<file path="config.mk">
export PLATFORM = sky130hd
export DESIGN_NAME = lieat_exu_dmem_arbiter_flat
export DESIGN_NICKNAME = d
export VERILOG_FILES = /design/src/rtl/lieat_exu_dmem_arbiter_if.sv /design/src/rtl/lieat_exu_dmem_arbiter.sv /design/src/flat_wrapper.sv
export SDC_FILE = /design/constraint.sdc
export NUM_CORES = 1
export LEC_CHECK = 0
export ABC_AREA = 1
export CAP_MARGIN = 20
export CORE_AREA = 2 2 126 128
export CTS_CLUSTER_DIAMETER = 100
export CTS_CLUSTER_SIZE = 20
export DETAILED_ROUTE_END_ITERATION = 6
export DIE_AREA = 0 0 128 130
export GPL_ROUTABILITY_DRIVEN = 0
export PLACE_DENSITY = 0.57
export SETUP_SLACK_MARGIN = 0.4
export SLEW_MARGIN = 20
export SYNTH_ARGS = -nofsm -noshare
export SYNTH_HDL_FRONTEND = slang
export SYNTH_SLANG_ARGS = --single-unit
</file>
<file path="constraint.sdc">
create_clock -name clock -period 4.35 [get_ports clock]
set_input_delay 0.6525 -clock clock [delete_from_list [all_inputs] [get_ports clock]]
set_output_delay 0.6525 -clock clock [all_outputs]
set_load 0.1 [all_outputs]
</file>
<file path="src/rtl/lieat_exu_dmem_arbiter_if.sv">
// Data-memory request/response channel shared by the LSU, the VLSU and the
// dmem bus. The master side issues requests and accepts responses. The slave
// side accepts requests and returns responses.
interface lieat_exu_dmem_arbiter_if #(
  parameter int XLEN = 32
);

  // Request channel
  logic            req_valid;
  logic            req_ready;
  logic            req_ren;
  logic            req_wen;
  logic [XLEN-1:0] req_addr;
  logic [2:0]      req_flag;
  logic [XLEN-1:0] req_wdata;

  // Response channel
  logic            rsp_valid;
  logic            rsp_ready;
  logic [XLEN-1:0] rsp_rdata;

  modport master (
    output req_valid, req_ren, req_wen, req_addr, req_flag, req_wdata,
    output rsp_ready,
    input  req_ready, rsp_valid, rsp_rdata
  );

  modport slave (
    input  req_valid, req_ren, req_wen, req_addr, req_flag, req_wdata,
    input  rsp_ready,
    output req_ready, rsp_valid, rsp_rdata
  );

endinterface

</file>
<file path="src/rtl/lieat_exu_dmem_arbiter.sv">
// Data-memory port arbiter between the scalar LSU (s0) and the vector VLSU
// (s1).
// - Requests are arbitrated round-robin, and the VLSU can lock the port for
//   the whole of a multi-beat access.
// - A request that is offered but stalled keeps its owner until it is
//   accepted.
// - The owner of every accepted request is queued in an in-order FIFO, and
//   each response goes back to the owner at the FIFO head.
module lieat_exu_dmem_arbiter #(
  parameter  int XLEN      = 32,
  parameter  int OST_DEPTH = 2,
  localparam int PTR_W     = $clog2(OST_DEPTH),
  localparam int CNT_W     = PTR_W + 1
) (
  input  logic                           clock,
  input  logic                           reset,          // async, active-low
  lieat_exu_dmem_arbiter_if.slave        s0,             // scalar LSU
  lieat_exu_dmem_arbiter_if.slave        s1,             // vector VLSU
  input  logic                           s1_lock,
  lieat_exu_dmem_arbiter_if.master       m,              // dmem bus side
  output logic [CNT_W-1:0]               ost_cnt,
  output logic                           err_rsp_orphan
);

  typedef enum logic {
    OWNER_S0 = 1'b0,
    OWNER_S1 = 1'b1
  } owner_e;

  // The FIFO pointers wrap by natural overflow, so the depth must be a power of two.
  if (OST_DEPTH < 2 || (OST_DEPTH & (OST_DEPTH - 1)) != 0) begin : g_bad_depth
    $error("lieat_exu_dmem_arbiter: OST_DEPTH must be a power of two >= 2");
  end

  // ---------------------------------------------------------------------------
  // State
  // ---------------------------------------------------------------------------
  logic [CNT_W-1:0] ost_cnt_q,     ost_cnt_d;
  logic [PTR_W-1:0] wr_ptr_q,      wr_ptr_d;
  logic [PTR_W-1:0] rd_ptr_q,      rd_ptr_d;
  logic             hold_q,        hold_d;
  owner_e           hold_owner_q,  hold_owner_d;
  owner_e           last_grant_q,  last_grant_d;
  logic             err_q,         err_d;
  owner_e           ost_fifo_q [OST_DEPTH];

  // ---------------------------------------------------------------------------
  // Derived status
  // ---------------------------------------------------------------------------
  logic   full;
  logic   empty;
  owner_e grant;
  owner_e head;
  logic   req_fire;
  logic   rsp_fire;

  assign full  = (ost_cnt_q == CNT_W'(OST_DEPTH));
  assign empty = (ost_cnt_q == '0);
  assign head  = ost_fifo_q[rd_ptr_q];

  // Grant select: a stalled request keeps its owner first, then the VLSU lock, then round-robin.
  always_comb begin
    // NOTE: give every always_comb output a default before any branch so that
    // no path leaves it unassigned; an unassigned path infers a latch.
    grant = OWNER_S0;
    if (hold_q) begin
      grant = hold_owner_q;
    end else if (s1_lock && last_grant_q == OWNER_S1) begin
      grant = OWNER_S1;
    end else if (s0.req_valid && !s1.req_valid) begin
      grant = OWNER_S0;
    end else if (!s0.req_valid && s1.req_valid) begin
      grant = OWNER_S1;
    end else if (s0.req_valid && s1.req_valid) begin
      grant = (last_grant_q == OWNER_S1) ? OWNER_S0 : OWNER_S1;
    end
  end

  // Request mux: the granted requester drives the bus, and a full FIFO blocks issue.
  always_comb begin
    m.req_valid  = 1'b0;
    m.req_ren    = s0.req_ren;
    m.req_wen    = s0.req_wen;
    m.req_addr   = s0.req_addr;
    m.req_flag   = s0.req_flag;
    m.req_wdata  = s0.req_wdata;
    s0.req_ready = 1'b0;
    s1.req_ready = 1'b0;
    if (grant == OWNER_S1) begin
      m.req_valid  = s1.req_valid & ~full;
      m.req_ren    = s1.req_ren;
      m.req_wen    = s1.req_wen;
      m.req_addr   = s1.req_addr;
      m.req_flag   = s1.req_flag;
      m.req_wdata  = s1.req_wdata;
      s1.req_ready = m.req_ready & ~full;
    end else begin
      m.req_valid  = s0.req_valid & ~full;
      s0.req_ready = m.req_ready & ~full;
    end
  end

  assign req_fire = m.req_valid & m.req_ready;

  // Response steering: the FIFO head names the owner; nothing is accepted while the FIFO is empty.
  always_comb begin
    s0.rsp_valid = 1'b0;
    s1.rsp_valid = 1'b0;
    m.rsp_ready  = 1'b0;
    if (!empty) begin
      if (head == OWNER_S1) begin
        s1.rsp_valid = m.rsp_valid;
        m.rsp_ready  = s1.rsp_ready;
      end else begin
        s0.rsp_valid = m.rsp_valid;
        m.rsp_ready  = s0.rsp_ready;
      end
    end
  end

  assign s0.rsp_rdata = m.rsp_rdata;
  assign s1.rsp_rdata = m.rsp_rdata;
  assign rsp_fire     = m.rsp_valid & m.rsp_ready;

  // Next state: the hold/last-grant tracking, the outstanding count, the pointers and the orphan flag.
  always_comb begin
    hold_d       = hold_q;
    hold_owner_d = hold_owner_q;
    last_grant_d = last_grant_q;
    ost_cnt_d    = ost_cnt_q;
    wr_ptr_d     = wr_ptr_q;
    rd_ptr_d     = rd_ptr_q;
    err_d        = err_q;

    if (req_fire) begin
      hold_d       = 1'b0;
      last_grant_d = grant;
      wr_ptr_d     = wr_ptr_q + PTR_W'(1);
    end else if (m.req_valid && !m.req_ready) begin
      hold_d       = 1'b1;
      hold_owner_d = grant;
    end

    if (rsp_fire) begin
      rd_ptr_d = rd_ptr_q + PTR_W'(1);
    end

    case ({req_fire, rsp_fire})
      2'b10:   ost_cnt_d = ost_cnt_q + CNT_W'(1);
      2'b01:   ost_cnt_d = ost_cnt_q - CNT_W'(1);
      default: ost_cnt_d = ost_cnt_q;
    endcase

    if (m.rsp_valid && empty) begin
      err_d = 1'b1;
    end
  end

  // Control registers, cleared asynchronously on reset.
  always_ff @(posedge clock or negedge reset) begin
    if (!reset) begin
      // NOTE: sequential state uses non-blocking assignments so that every
      // register samples the values from before the clock edge.
      hold_q       <= 1'b0;
      hold_owner_q <= OWNER_S0;
      last_grant_q <= OWNER_S1;
      ost_cnt_q    <= '0;
      wr_ptr_q     <= '0;
      rd_ptr_q     <= '0;
      err_q        <= 1'b0;
    end else begin
      hold_q       <= hold_d;
      hold_owner_q <= hold_owner_d;
      last_grant_q <= last_grant_d;
      ost_cnt_q    <= ost_cnt_d;
      wr_ptr_q     <= wr_ptr_d;
      rd_ptr_q     <= rd_ptr_d;
      err_q        <= err_d;
    end
  end

  // Owner FIFO storage: one entry is written per accepted request.
  always_ff @(posedge clock) begin
    // NOTE: the storage array has no reset. The count and the pointers are
    // reset, and an entry is read only after it has been written.
    if (req_fire) begin
      ost_fifo_q[wr_ptr_q] <= grant;
    end
  end

  assign ost_cnt        = ost_cnt_q;
  assign err_rsp_orphan = err_q;

endmodule

</file>
<file path="src/flat_wrapper.sv">
// flat-port wrapper written by rule: the top's interface ports become plain ports
module lieat_exu_dmem_arbiter_flat 
#(
  parameter  int XLEN      = 32,
  parameter  int OST_DEPTH = 2,
  localparam int PTR_W     = $clog2(OST_DEPTH),
  localparam int CNT_W     = PTR_W + 1
)
  (clock, reset, s1_lock, ost_cnt, err_rsp_orphan, s0_req_valid, s0_req_ren, s0_req_wen, s0_req_addr, s0_req_flag, s0_req_wdata, s0_rsp_ready, s0_req_ready, s0_rsp_valid, s0_rsp_rdata, s1_req_valid, s1_req_ren, s1_req_wen, s1_req_addr, s1_req_flag, s1_req_wdata, s1_rsp_ready, s1_req_ready, s1_rsp_valid, s1_rsp_rdata, m_req_valid, m_req_ren, m_req_wen, m_req_addr, m_req_flag, m_req_wdata, m_rsp_ready, m_req_ready, m_rsp_valid, m_rsp_rdata);
  lieat_exu_dmem_arbiter_if #(.XLEN(XLEN)) s0_i ();
  lieat_exu_dmem_arbiter_if #(.XLEN(XLEN)) s1_i ();
  lieat_exu_dmem_arbiter_if #(.XLEN(XLEN)) m_i ();
  input  logic clock;
  input  logic reset;
  input  logic s1_lock;
  output logic [CNT_W-1:0] ost_cnt;
  output logic err_rsp_orphan;
  input wire logic [$bits(s0_i.req_valid)-1:0] s0_req_valid;
  input wire logic [$bits(s0_i.req_ren)-1:0] s0_req_ren;
  input wire logic [$bits(s0_i.req_wen)-1:0] s0_req_wen;
  input wire logic [$bits(s0_i.req_addr)-1:0] s0_req_addr;
  input wire logic [$bits(s0_i.req_flag)-1:0] s0_req_flag;
  input wire logic [$bits(s0_i.req_wdata)-1:0] s0_req_wdata;
  input wire logic [$bits(s0_i.rsp_ready)-1:0] s0_rsp_ready;
  output wire logic [$bits(s0_i.req_ready)-1:0] s0_req_ready;
  output wire logic [$bits(s0_i.rsp_valid)-1:0] s0_rsp_valid;
  output wire logic [$bits(s0_i.rsp_rdata)-1:0] s0_rsp_rdata;
  input wire logic [$bits(s1_i.req_valid)-1:0] s1_req_valid;
  input wire logic [$bits(s1_i.req_ren)-1:0] s1_req_ren;
  input wire logic [$bits(s1_i.req_wen)-1:0] s1_req_wen;
  input wire logic [$bits(s1_i.req_addr)-1:0] s1_req_addr;
  input wire logic [$bits(s1_i.req_flag)-1:0] s1_req_flag;
  input wire logic [$bits(s1_i.req_wdata)-1:0] s1_req_wdata;
  input wire logic [$bits(s1_i.rsp_ready)-1:0] s1_rsp_ready;
  output wire logic [$bits(s1_i.req_ready)-1:0] s1_req_ready;
  output wire logic [$bits(s1_i.rsp_valid)-1:0] s1_rsp_valid;
  output wire logic [$bits(s1_i.rsp_rdata)-1:0] s1_rsp_rdata;
  output wire logic [$bits(m_i.req_valid)-1:0] m_req_valid;
  output wire logic [$bits(m_i.req_ren)-1:0] m_req_ren;
  output wire logic [$bits(m_i.req_wen)-1:0] m_req_wen;
  output wire logic [$bits(m_i.req_addr)-1:0] m_req_addr;
  output wire logic [$bits(m_i.req_flag)-1:0] m_req_flag;
  output wire logic [$bits(m_i.req_wdata)-1:0] m_req_wdata;
  output wire logic [$bits(m_i.rsp_ready)-1:0] m_rsp_ready;
  input wire logic [$bits(m_i.req_ready)-1:0] m_req_ready;
  input wire logic [$bits(m_i.rsp_valid)-1:0] m_rsp_valid;
  input wire logic [$bits(m_i.rsp_rdata)-1:0] m_rsp_rdata;
  assign s0_i.req_valid = s0_req_valid;
  assign s0_i.req_ren = s0_req_ren;
  assign s0_i.req_wen = s0_req_wen;
  assign s0_i.req_addr = s0_req_addr;
  assign s0_i.req_flag = s0_req_flag;
  assign s0_i.req_wdata = s0_req_wdata;
  assign s0_i.rsp_ready = s0_rsp_ready;
  assign s0_req_ready = s0_i.req_ready;
  assign s0_rsp_valid = s0_i.rsp_valid;
  assign s0_rsp_rdata = s0_i.rsp_rdata;
  assign s1_i.req_valid = s1_req_valid;
  assign s1_i.req_ren = s1_req_ren;
  assign s1_i.req_wen = s1_req_wen;
  assign s1_i.req_addr = s1_req_addr;
  assign s1_i.req_flag = s1_req_flag;
  assign s1_i.req_wdata = s1_req_wdata;
  assign s1_i.rsp_ready = s1_rsp_ready;
  assign s1_req_ready = s1_i.req_ready;
  assign s1_rsp_valid = s1_i.rsp_valid;
  assign s1_rsp_rdata = s1_i.rsp_rdata;
  assign m_req_valid = m_i.req_valid;
  assign m_req_ren = m_i.req_ren;
  assign m_req_wen = m_i.req_wen;
  assign m_req_addr = m_i.req_addr;
  assign m_req_flag = m_i.req_flag;
  assign m_req_wdata = m_i.req_wdata;
  assign m_rsp_ready = m_i.rsp_ready;
  assign m_i.req_ready = m_req_ready;
  assign m_i.rsp_valid = m_rsp_valid;
  assign m_i.rsp_rdata = m_rsp_rdata;
  lieat_exu_dmem_arbiter #(.XLEN(XLEN), .OST_DEPTH(OST_DEPTH)) u_core (.clock(clock), .reset(reset), .s0(s0_i), .s1(s1_i), .s1_lock(s1_lock), .m(m_i), .ost_cnt(ost_cnt), .err_rsp_orphan(err_rsp_orphan));
endmodule
</file>
Yosys cells after proc, flatten, opt, wreduce, memory -nomap -nowiden

Memory sizes are Yosys's and may differ from the RTL's.
Cells that the tools add are included.
Widths: inputs -> output; s select.

Reduce and logical (&&, ||, !) cells: 13
Equal/unequal tests: 3
Bitwise operators: 7
Add/sub/neg operators: 4
Mux-type cells: 25

Operator list:

| cell                | count |
|---|---|
| $mux 32             | 2 |
| $mux 1              | 21 |
| $logic_and 1x1->1   | 6 |
| $and 1x1->1         | 5 |
| $eq 2x2->1 const B  | 2 |
| $pmux 2 s2          | 1 |
| $reduce_bool 2->1   | 2 |
| $logic_not 1->1     | 3 |
| $mux 3              | 1 |
| $add 1x1->1 const B | 2 |
| $add 2x1->2 const B | 1 |
| $eq 2x1->1 const B  | 1 |
| $logic_not 2->1     | 1 |
| $not 1->1           | 2 |
| $reduce_and 2->1    | 1 |
| $sub 2x1->2 const B | 1 |

Flip-flop bits (word level): 8
Memories: 1
Output and inout bits: 142
Word-level logic and storage cells: 60
Bits in writable memories: 2

Memories:

| name              | depth | bits a word | rd ports | clocked after memory_dff | write ports | RTL line                     | RTL |
|---|---|---|---|---|---|---|---|
| u_core.ost_fifo_q | 2     | 1           | 1        | 0                        | 1           | lieat_exu_dmem_arbiter.sv:45 | `owner_e ost_fifo_q [OST_DEPTH];` |

Longest topological paths before layout

Gate-level depths: netlist of run 1.

Word-level depth: 10
Mapped depth: 10
Depth with buffers taken out: 10

Least setup slack after synthesis of run 1

No wires, ideal clock.

Path type: reg2out
From: register u_core.ost_cnt_q[0] (netlist: u_core.ost_cnt[0])
To: output port s0_rsp_valid
Setup slack: 0.454 ns
Arrival: 3.243 ns
Stages on the path, launching flop included: 3
Data required time: 3.697 ns
Cells stage by stage: dfrtp_1 -> nor2_1 -> nor3_1

Word-level cells in the longest chain between the ends: 2

RTL lines:

| item                     | RTL line                      | RTL |
|---|---|---|
| start: declaration       | lieat_exu_dmem_arbiter.sv:38  | `logic [CNT_W-1:0] ost_cnt_q, ost_cnt_d;` |
| start signal: assignment | lieat_exu_dmem_arbiter.sv:175 | `ost_cnt_q <= ost_cnt_d;` |
| $logic_not 2->1          | lieat_exu_dmem_arbiter.sv:58  | `assign empty = (ost_cnt_q == '0);` |
| $mux 1                   | lieat_exu_dmem_arbiter.sv:110 | `if (!empty) begin` |
| end: declaration         | flat_wrapper.sv:26            | `output wire logic [$bits(s0_i.rsp_valid)-1:0] s0_rsp_valid;` |

No other way between the ends.

Final worst setup path of run 1

From: input port s0_req_valid
To: output port m_req_flag[1]

Word-level cells in the longest chain between the ends: 7
Elaborated cells between the ends (all ways): 10
Classes of those cells: 6 x mux; 4 x reduce/logical

RTL lines:

| item                                                        | RTL line                                                   | RTL |
|---|---|---|
| start: declaration                                          | flat_wrapper.sv:18                                         | `input wire logic [$bits(s0_i.req_valid)-1:0] s0_req_valid;` |
| $logic_and 1x1->1 / $logic_not 1->1 (equally long branches) | lieat_exu_dmem_arbiter.sv:74, lieat_exu_dmem_arbiter.sv:72 |  |
| $mux 1 / $logic_and 1x1->1 (equally long branches)          | lieat_exu_dmem_arbiter.sv:74, lieat_exu_dmem_arbiter.sv:72 |  |
| $mux 1                                                      | lieat_exu_dmem_arbiter.sv:72                               | `end else if (!s0.req_valid && s1.req_valid) begin` |
| $mux 1 (*)                                                  | lieat_exu_dmem_arbiter.sv:70                               | `end else if (s0.req_valid && !s1.req_valid) begin` |
| $mux 1 (*)                                                  | lieat_exu_dmem_arbiter.sv:68                               | `end else if (s1_lock && last_grant_q == OWNER_S1) begin` |
| $mux 1 (*)                                                  | lieat_exu_dmem_arbiter.sv:66                               | `if (hold_q) begin` |
| $mux 3 (*)                                                  | lieat_exu_dmem_arbiter.sv:89                               | `if (grant == OWNER_S1) begin` |
| end: declaration                                            | flat_wrapper.sv:42                                         | `output wire logic [$bits(m_i.req_flag)-1:0] m_req_flag;` |

Mark *: on every way between the ends. The rest lies on a longest branch, timed or not.

==> results.cfg, run 1 <==
[status]
status = completed

[clocking]
clock-root-buffer = clkbuf_16
numCtsBuffers = 3
cts-resized-gates = 0
cts_sinks = 10
clk_latency_ns = 0.24
clk_pin_slew_ns = 0.04
hold_buffers = 0
postCtsSetupRepairBufs = 0
htreeDepth = 1
cts_tree = done
cts.path.max_buffers = 2

[sta]
hold_viol = 0
finalSetupTns_ns = 0
tightest_slew_ns = 0.963
maxSlewViolCount = 0
period_needed_ns = 3.21
rsz0062_at_grt = false
hold_ws_ns = 0.468
fin_worst_skew_ns = 0.00455
setup_viol = 0
slew_headroom_pct = 35.6
fmax_ghz = 0.312
fin_crit_sh_pct = 73.7

[global_route]
antenna_found_initial = 0
grt_max_degree = 75
grt_overflow = 0
globalRouteTotalUtil_pct = 8.42
grt_pass1_vias = 2385
grt_first_pass_wirelength_um = 11200

[die]
io_pins = 321
die_y_um = 130
design.die.area_sq_um = 16600
die_x_um = 128
start_util_pct = 12.9
design.core.area_sq_um = 15400
rows = 46

[placement]
port_buffers = 224
place_area_sq_um = 3690
dp.cells = 699
dp_hpwl_um = 6560

[synth]
syn-instance-count = 359
yosysWarnings = 0
syn_area_sq_um = 1990
synth-seq-cells = 10
synth.top_cell.area_share_pct = 42.4
syn_area_per_cell_sq_um = 5.55
synth.largest_area_cell = nand2_1
synth_fp_nets = 539
yosysSeqAreaShare_pct = 13.1
synth_top_cells_by_area = nand2_1, buf_4, dfrtp_1
synth.distinct_cells = 24

[setup_path]
end_kind = output pin
cp.arrival_ns = 2.55
cp_max_fo = 74
worstSetupStartpointType = primary input
worstPathRequired_ns = 3.70
critPathKind = primary input to output pin

[route]
drc = 0
dr_total_vias = 2513
via_per_inst = 3.57
final_antenna_net_count = 0
wl_per_cell_um = 11.2
drtPass1Iterations = 4
drt_iter0_drc = 96
routed_wl_um = 7890

[finish]
finalNetCount = 692
insertedDiodeCount = 0
final_common_cell = nand2_1
area_growth_pct = 89.1
final_cell_count_no_fill = 703
layout_common_cells = nand2_1, clkdlybuf4s50_1, buf_4
design_area_sq_um = 3770
fill_cells = 1725
drive_above_1_share_pct = 17.4

[run]
drv_cap = 0

[worst_hold_path]
min_path_type = flop to flop
## critical path, stage by stage
cell and delay, ns:
clkdlybuf4s50_1 0.46, nand2_1 0.10, nand2_2 0.06, nand2_4 0.10, nand2_8 0.15, inv_6 0.43, nand2_1 0.16, nand2_1 0.10
buf_4 0.28
## kinds of logic (layout without fill, tap and decap cells)
group,after synthesis,after routing,share of synthesized area (%)
and+or+nand+nor,245,245,49.2
AOI/OAI and AO/OA,6,6,1.82
xor gates and xnor gates,3,3,1.32
buffers and inverters,94,246,34.0
adders and majority gates,1,1,0.628
DFF,10,10,13.1
## layer usage
layer  track usage, %  vias to the layer above  routed length (um)
met3             3.12                       21                1000
met5                0                        -                   0
met1             8.46                     1012                2740
li1                 -                     1315                   -
met2             15.6                      165                3880
met4             3.68                        0                 266
## layout make-up
cell class	instances	area (sq um)	area share, %
inverter	16	65.1	1.73
tap	192	240	6.37
clock buffer	4	78.8	2.09
timing repair buffer	226	2070	54.9
sequential	10	262	6.94
multi-input combinational	255	1050	28.0
## cells in the mapped netlist (all sizes together)
cell type,number
o21bai,1
edfxtp,2
nand2,230
xnor2,2
ha,1
a21oi,2
and3,1
nand4,6
o21ai,3
buf,78
nand3,2
nor2,4
dfstp,1
dfrtp,7
xor2,1
inv,16
nor3,2
## flip-flops by register name (all words and copies together) (netlist names)
signal / count
u_core.hold_owner_q: 1
u_core.ost_fifo_q: 2
u_core.rd_ptr_q: 1
u_core.wr_ptr_q: 1
u_core.err_rsp_orphan: 1
u_core.hold_q: 1
u_core.last_grant_q: 1
u_core.ost_cnt: 2
## path summary, 6_finish.rpt
kind	depth (start not counted)	to	slack (ns)	startpoint
max in group asynchronous	1	u_core.last_grant_q$_DFFE_PN1P_	3.35	reset
min reg2reg	2	u_core.hold_owner_q$_DFFE_PN0P_	0.47	u_core.hold_owner_q$_DFFE_PN0P_
max reg2reg	11	u_core.ost_cnt[1]$_DFFE_PN0P_	1.98	u_core.last_grant_q$_DFFE_PN1P_
min	2	u_core.hold_owner_q$_DFFE_PN0P_	0.47	u_core.hold_owner_q$_DFFE_PN0P_
min in group asynchronous	1	u_core.rd_ptr_q$_DFFE_PN0P_	0.70	reset
max	9	m_req_flag[1]	1.14	s0_req_valid
## metrics by stage
step,setup WS (ns),utilization (%)
finish,1.14,24.4
global route,0.979,24.4
CTS,1.08,24.4
detailed placement,1.08,23.9
global placement,1.12,23.9
floorplan,0.454,-
Power of run 1 is not shown: default switching activity piles up to over one toggle a cycle in this logic, so the estimate is an artifact.
==> run 2: changes to the inputs <==
--- a/config.mk
+++ b/config.mk
@@ -13,7 +13,7 @@
 export DETAILED_ROUTE_END_ITERATION = 6
 export DIE_AREA = 0 0 128 130
 export GPL_ROUTABILITY_DRIVEN = 0
-export PLACE_DENSITY = 0.57
+export PLACE_DENSITY = 0.58
 export SETUP_SLACK_MARGIN = 0.4
 export SLEW_MARGIN = 20
 export SYNTH_ARGS = -nofsm -noshare
==> constraint.sdc (replaced) <==
create_clock -name clock -period 2.7 [get_ports clock]
set_input_delay 0.405 -clock clock [delete_from_list [all_inputs] [get_ports clock]]
set_output_delay 0.405 -clock clock [all_outputs]
set_load 0.1 [all_outputs]
==> results.cfg, run 2 (synthesis gave the netlist of run 1 again) <==
[route]
routed_wl_um = 9960
final_antenna_net_count = 0
dr_total_vias = 2682
drtPass1Iterations = 4
wl_per_cell_um = 13.9
via_per_inst = 3.75
drt_iter0_drc = 40
drc = 0

[global_route]
grt_pass1_vias = 2455
grt_max_degree = 26
globalRouteTotalUtil_pct = 10.0
grt_overflow = 0
grt_first_pass_wirelength_um = 13100
antenna_found_initial = 0

[setup_path]
worstPathRequired_ns = 2.30
cp.arrival_ns = 1.82
reg2reg_to = u_core.ost_cnt[1]$_DFFE_PN0P_
path_cells = nand2_1, nand2_8, inv_16, buf_6, nand2_1, nand2_2, buf_12
crit-reg2reg-launch = u_core.hold_q$_DFFE_PN0P_
cp_top_family = simple AND/OR/NAND/NOR gates
worst-r2r-setup-slack_ns = 0.72
slowest_stage = dfrtp_1
reg2reg_depth = 8
cp_common_cell = nand2_1
critPathKind = flop to output pin
critPathMaxStageDelay_ns = 0.40
worstSetupStartpointType = flop
end_kind = output pin
cp_max_fo = 8
cp_num_buf_inv = 3
startpoint = u_core.hold_q$_DFFE_PN0P_

[finish]
layout_common_cells = nand2_1, clkdlybuf4s50_1, buf_12
finalNetCount = 705
area_growth_pct = 154
insertedDiodeCount = 0
fill_cells = 1609
drive_above_1_share_pct = 24.4
final_common_cell = nand2_1
fin_util_pct = 32.9

[sta]
rsz0062_at_grt = false
tightest_slew_ns = 0.422
maxSlewViolCount = 0
fmax_ghz = 0.449
fin_crit_sh_pct = 82.4
fin_ws_ns = 0.475
period_needed_ns = 2.22
hold_viol = 0
finalSetupTns_ns = 0
slew_headroom_pct = 71.6
setup_viol = 0
fin_worst_skew_ns = 0.00332

[placement]
port_buffers = 224
pre_cts_ws_ns = 0.200
dp_hpwl_um = 7650

[run]
drv_cap = 0

[die]
io_pins = 321
design.die.area_sq_um = 16600
die_x_um = 128
rows = 46
design.core.area_sq_um = 15400
start_util_pct = 12.9
die_y_um = 130

[clocking]
cts_tree = done
cts.path.max_buffers = 2
cts_sinks = 10
clk_pin_slew_ns = 0.04
clock-root-buffer = clkbuf_16
clk_latency_ns = 0.24
numCtsBuffers = 3
htreeDepth = 1

[status]
status = completed

[worst_hold_path]
min_path_type = primary input to async pin
-- run 2: cell types whose count changed in the layout (fill, tap and decap cells not counted), moves of 5 or more --
| cell | previous run | this run |
|---|---|---|
| buf_12 | 0 | 78 |
| buf_4 | 77 | 4 |
| nand2_1 | 225 | 210 |
| nand2_2 | 3 | 18 |
| clkdlybuf4s50_1 | 149 | 143 |
| clkbuf_16 | 3 | 8 |
-- run 2: worst max-delay path by stage --
stage	slack [ns]	depth (start not counted)	to
final	0.48	7	m_req_wdata[30]
after global routing	0.43	7	m_req_wdata[30]
after CTS	0.38	9	m_req_flag[0]
after detailed placement	0.20	9	m_req_wdata[30]
after global placement	0.23	9	m_req_wdata[30]
after floorplan	0.53	2	s0_rsp_valid
-- run 2: area by class of cell --
type	count	area, sq um	area share, %
Timing Repair Buffer	237	3260	64.3
Clock buffer	4	78.8	1.55
Timing Repair inverter	1	11.3	0.222
Inverter	16	76.3	1.50
Tap cell	192	240	4.74
Multi-Input combinational cell	256	1140	22.5
Sequential cell	10	264	5.20
-- run 2: timing repair --
action / in CTS / in global routing
hold buffers: 0 / 0
cloned: 2 / 6
buffers inserted: 2 / 0
pin swaps: 0 / 4
resized for setup: 15 / 21
setup endpoints to repair: 69 / 70
-- run 2: stage by stage --
step / hold slack (ns) / instances / area [sq um]
after detailed placement: 0.463 / 702 / 4700
after CTS: 0.461 / 710 / 4880
final: 0.450 / 716 / 5070
after global placement: 0.455 / 702 / 4700
after global routing: 0.488 / 716 / 5070
after floorplan: 0.109 / 359 / 2030
-- run 2: layer usage --
metal  vias up  GRT usage [%]  wire length (um)
met1      1139           10.5              3580
met2       175           18.2              5020
met4         0           4.33               250
li1       1345              -                 -
met3        23           3.73              1110
met5         -              0                 0
Power of run 2 is left out for the same reason.
==> run 3: changes to the inputs <==
--- a/config.mk
+++ b/config.mk
@@ -7,13 +7,13 @@
 export LEC_CHECK = 0
 export ABC_AREA = 1
 export CAP_MARGIN = 20
-export CORE_AREA = 2 2 126 128
+export CORE_AREA = 2 2 125 127
 export CTS_CLUSTER_DIAMETER = 100
 export CTS_CLUSTER_SIZE = 20
 export DETAILED_ROUTE_END_ITERATION = 6
-export DIE_AREA = 0 0 128 130
+export DIE_AREA = 0 0 127 129
 export GPL_ROUTABILITY_DRIVEN = 0
-export PLACE_DENSITY = 0.58
+export PLACE_DENSITY = 0.57
 export SETUP_SLACK_MARGIN = 0.4
 export SLEW_MARGIN = 20
 export SYNTH_ARGS = -nofsm -noshare
==> constraint.sdc (replaced) <==
create_clock -name clock -period 2.26 [get_ports clock]
set_input_delay 0.339 -clock clock [delete_from_list [all_inputs] [get_ports clock]]
set_output_delay 0.339 -clock clock [all_outputs]
set_load 0.1 [all_outputs]
==> results.cfg, run 3 (synthesis gave the netlist of run 1 again) <==
[status]
status = completed

[sta]
finalSetupTns_ns = 0
period_needed_ns = 2.08
hold_ws_ns = 0.380
hold_viol = 0
fin_crit_sh_pct = 92.0
maxSlewViolCount = 0
fin_worst_skew_ns = 0.00571
setup_viol = 0
tightest_slew_ns = 0.364
fin_ws_ns = 0.181
rsz0062_at_grt = true
slew_headroom_pct = 75.7
fmax_ghz = 0.481

[global_route]
grt_overflow = 0
antenna_found_initial = 0
grt_pass1_vias = 2696
grt_max_degree = 38
globalRouteTotalUtil_pct = 10.2
grt_first_pass_wirelength_um = 13400

[finish]
finalNetCount = 712
final_common_cell = nand2_1
area_growth_pct = 167
seq_area_sq_um = 269
fill_cells = 1548
design_area_sq_um = 5320
layout_common_cells = nand2_1, clkdlybuf4s50_1, nand2_2
drive_above_1_share_pct = 38.4
insertedDiodeCount = 0
multi_input_area_sq_um = 1350

[clocking]
clock-root-buffer = clkbuf_16
hold_buffers = 0
numCtsBuffers = 3
htreeDepth = 1
clk_pin_slew_ns = 0.04
clk_latency_ns = 0.24
cts.path.max_buffers = 2
cts_sinks = 10
cts_tree = done

[setup_path]
cp_top_family = flip-flops
path_cells = a21oi_2, nand2_4, nand2_8, clkbuf_16, buf_4, nor2_4, buf_12
cp.arrival_ns = 1.74
critPathKind = flop to output pin
worstSetupStartpointType = flop
cp_max_fo = 18
end_kind = output pin
worstPathRequired_ns = 1.92
cp_num_buf_inv = 3
slowest_stage = dfstp_2
critPathMaxStageDelay_ns = 0.55

[route]
drtPass1Iterations = 4
dr_wl_met2_um = 5170
drc = 0
wl_per_cell_um = 13.5
drt_iter0_drc = 61
dr_total_vias = 2770
routed_wl_um = 9680
wl_met3_um = 1330
top_layer = met4
final_antenna_net_count = 0
via_per_inst = 3.85
wl_met1_um = 3060

[placement]
dp_hpwl_um = 7910
place_area_sq_um = 4960
port_buffers = 224
pre_cts_ws_ns = 0.0342

[run]
drv_cap = 0

[die]
die_y_um = 129
die_x_um = 127
design.core.area_sq_um = 15000
design.die.area_sq_um = 16400
io_pins = 321
start_util_pct = 13.3
rows = 45

[worst_hold_path]
min_path_type = primary input to async pin
[run 3: final timing paths]
check,start,end,slack (ns),cells after the start
min reg2reg,u_core.err_rsp_orphan$_DFFE_PN0P_,u_core.err_rsp_orphan$_DFFE_PN0P_,0.47,1
max in group asynchronous,reset,u_core.last_grant_q$_DFFE_PN1P_,1.58,1
min,reset,u_core.hold_owner_q$_DFFE_PN0P_,0.38,1
max reg2reg,u_core.last_grant_q$_DFFE_PN1P_,u_core.ost_cnt[1]$_DFFE_PN0P_,0.37,10
min in group clock,u_core.err_rsp_orphan$_DFFE_PN0P_,u_core.err_rsp_orphan$_DFFE_PN0P_,0.47,1
max,u_core.last_grant_q$_DFFE_PN1P_,s1_req_ready,0.18,7
[run 3: layout make-up]
cell class / count / area share (%)
clock inverters: 1 / 0.0706
well taps: 188 / 4.42
flip-flops and latches: 10 / 5.06
inverters: 16 / 1.51
repair buffers: 246 / 62.2
multi-input cells: 255 / 25.3
clock buffers: 3 / 1.41
[run 3: per-stage QoR]
| stage | instances | util (%) |
|---|---|---|
| after floorplan | 359 | - |
| after global placement | 703 | 33.1 |
| after detailed placement | 703 | 33.1 |
| after CTS | 713 | 34.5 |
| after global routing | 719 | 35.5 |
| final | 719 | 35.5 |
[run 3: repair_timing]
action / CTS / global route
setup endpoints to repair: 73 / 74
resized for setup: 20 / 14
gates cloned: 1 / 3
buffers inserted: 5 / 3
pin swaps: 5 / 2
[run 3: layer usage]
layer  vias up  global-route usage (%)
li1       1357                       -
met1      1176                    9.48
met2       224                    20.1
met3        13                    4.82
met4         0                    2.46
met5         -                       0
Power of run 3 is left out for the same reason.
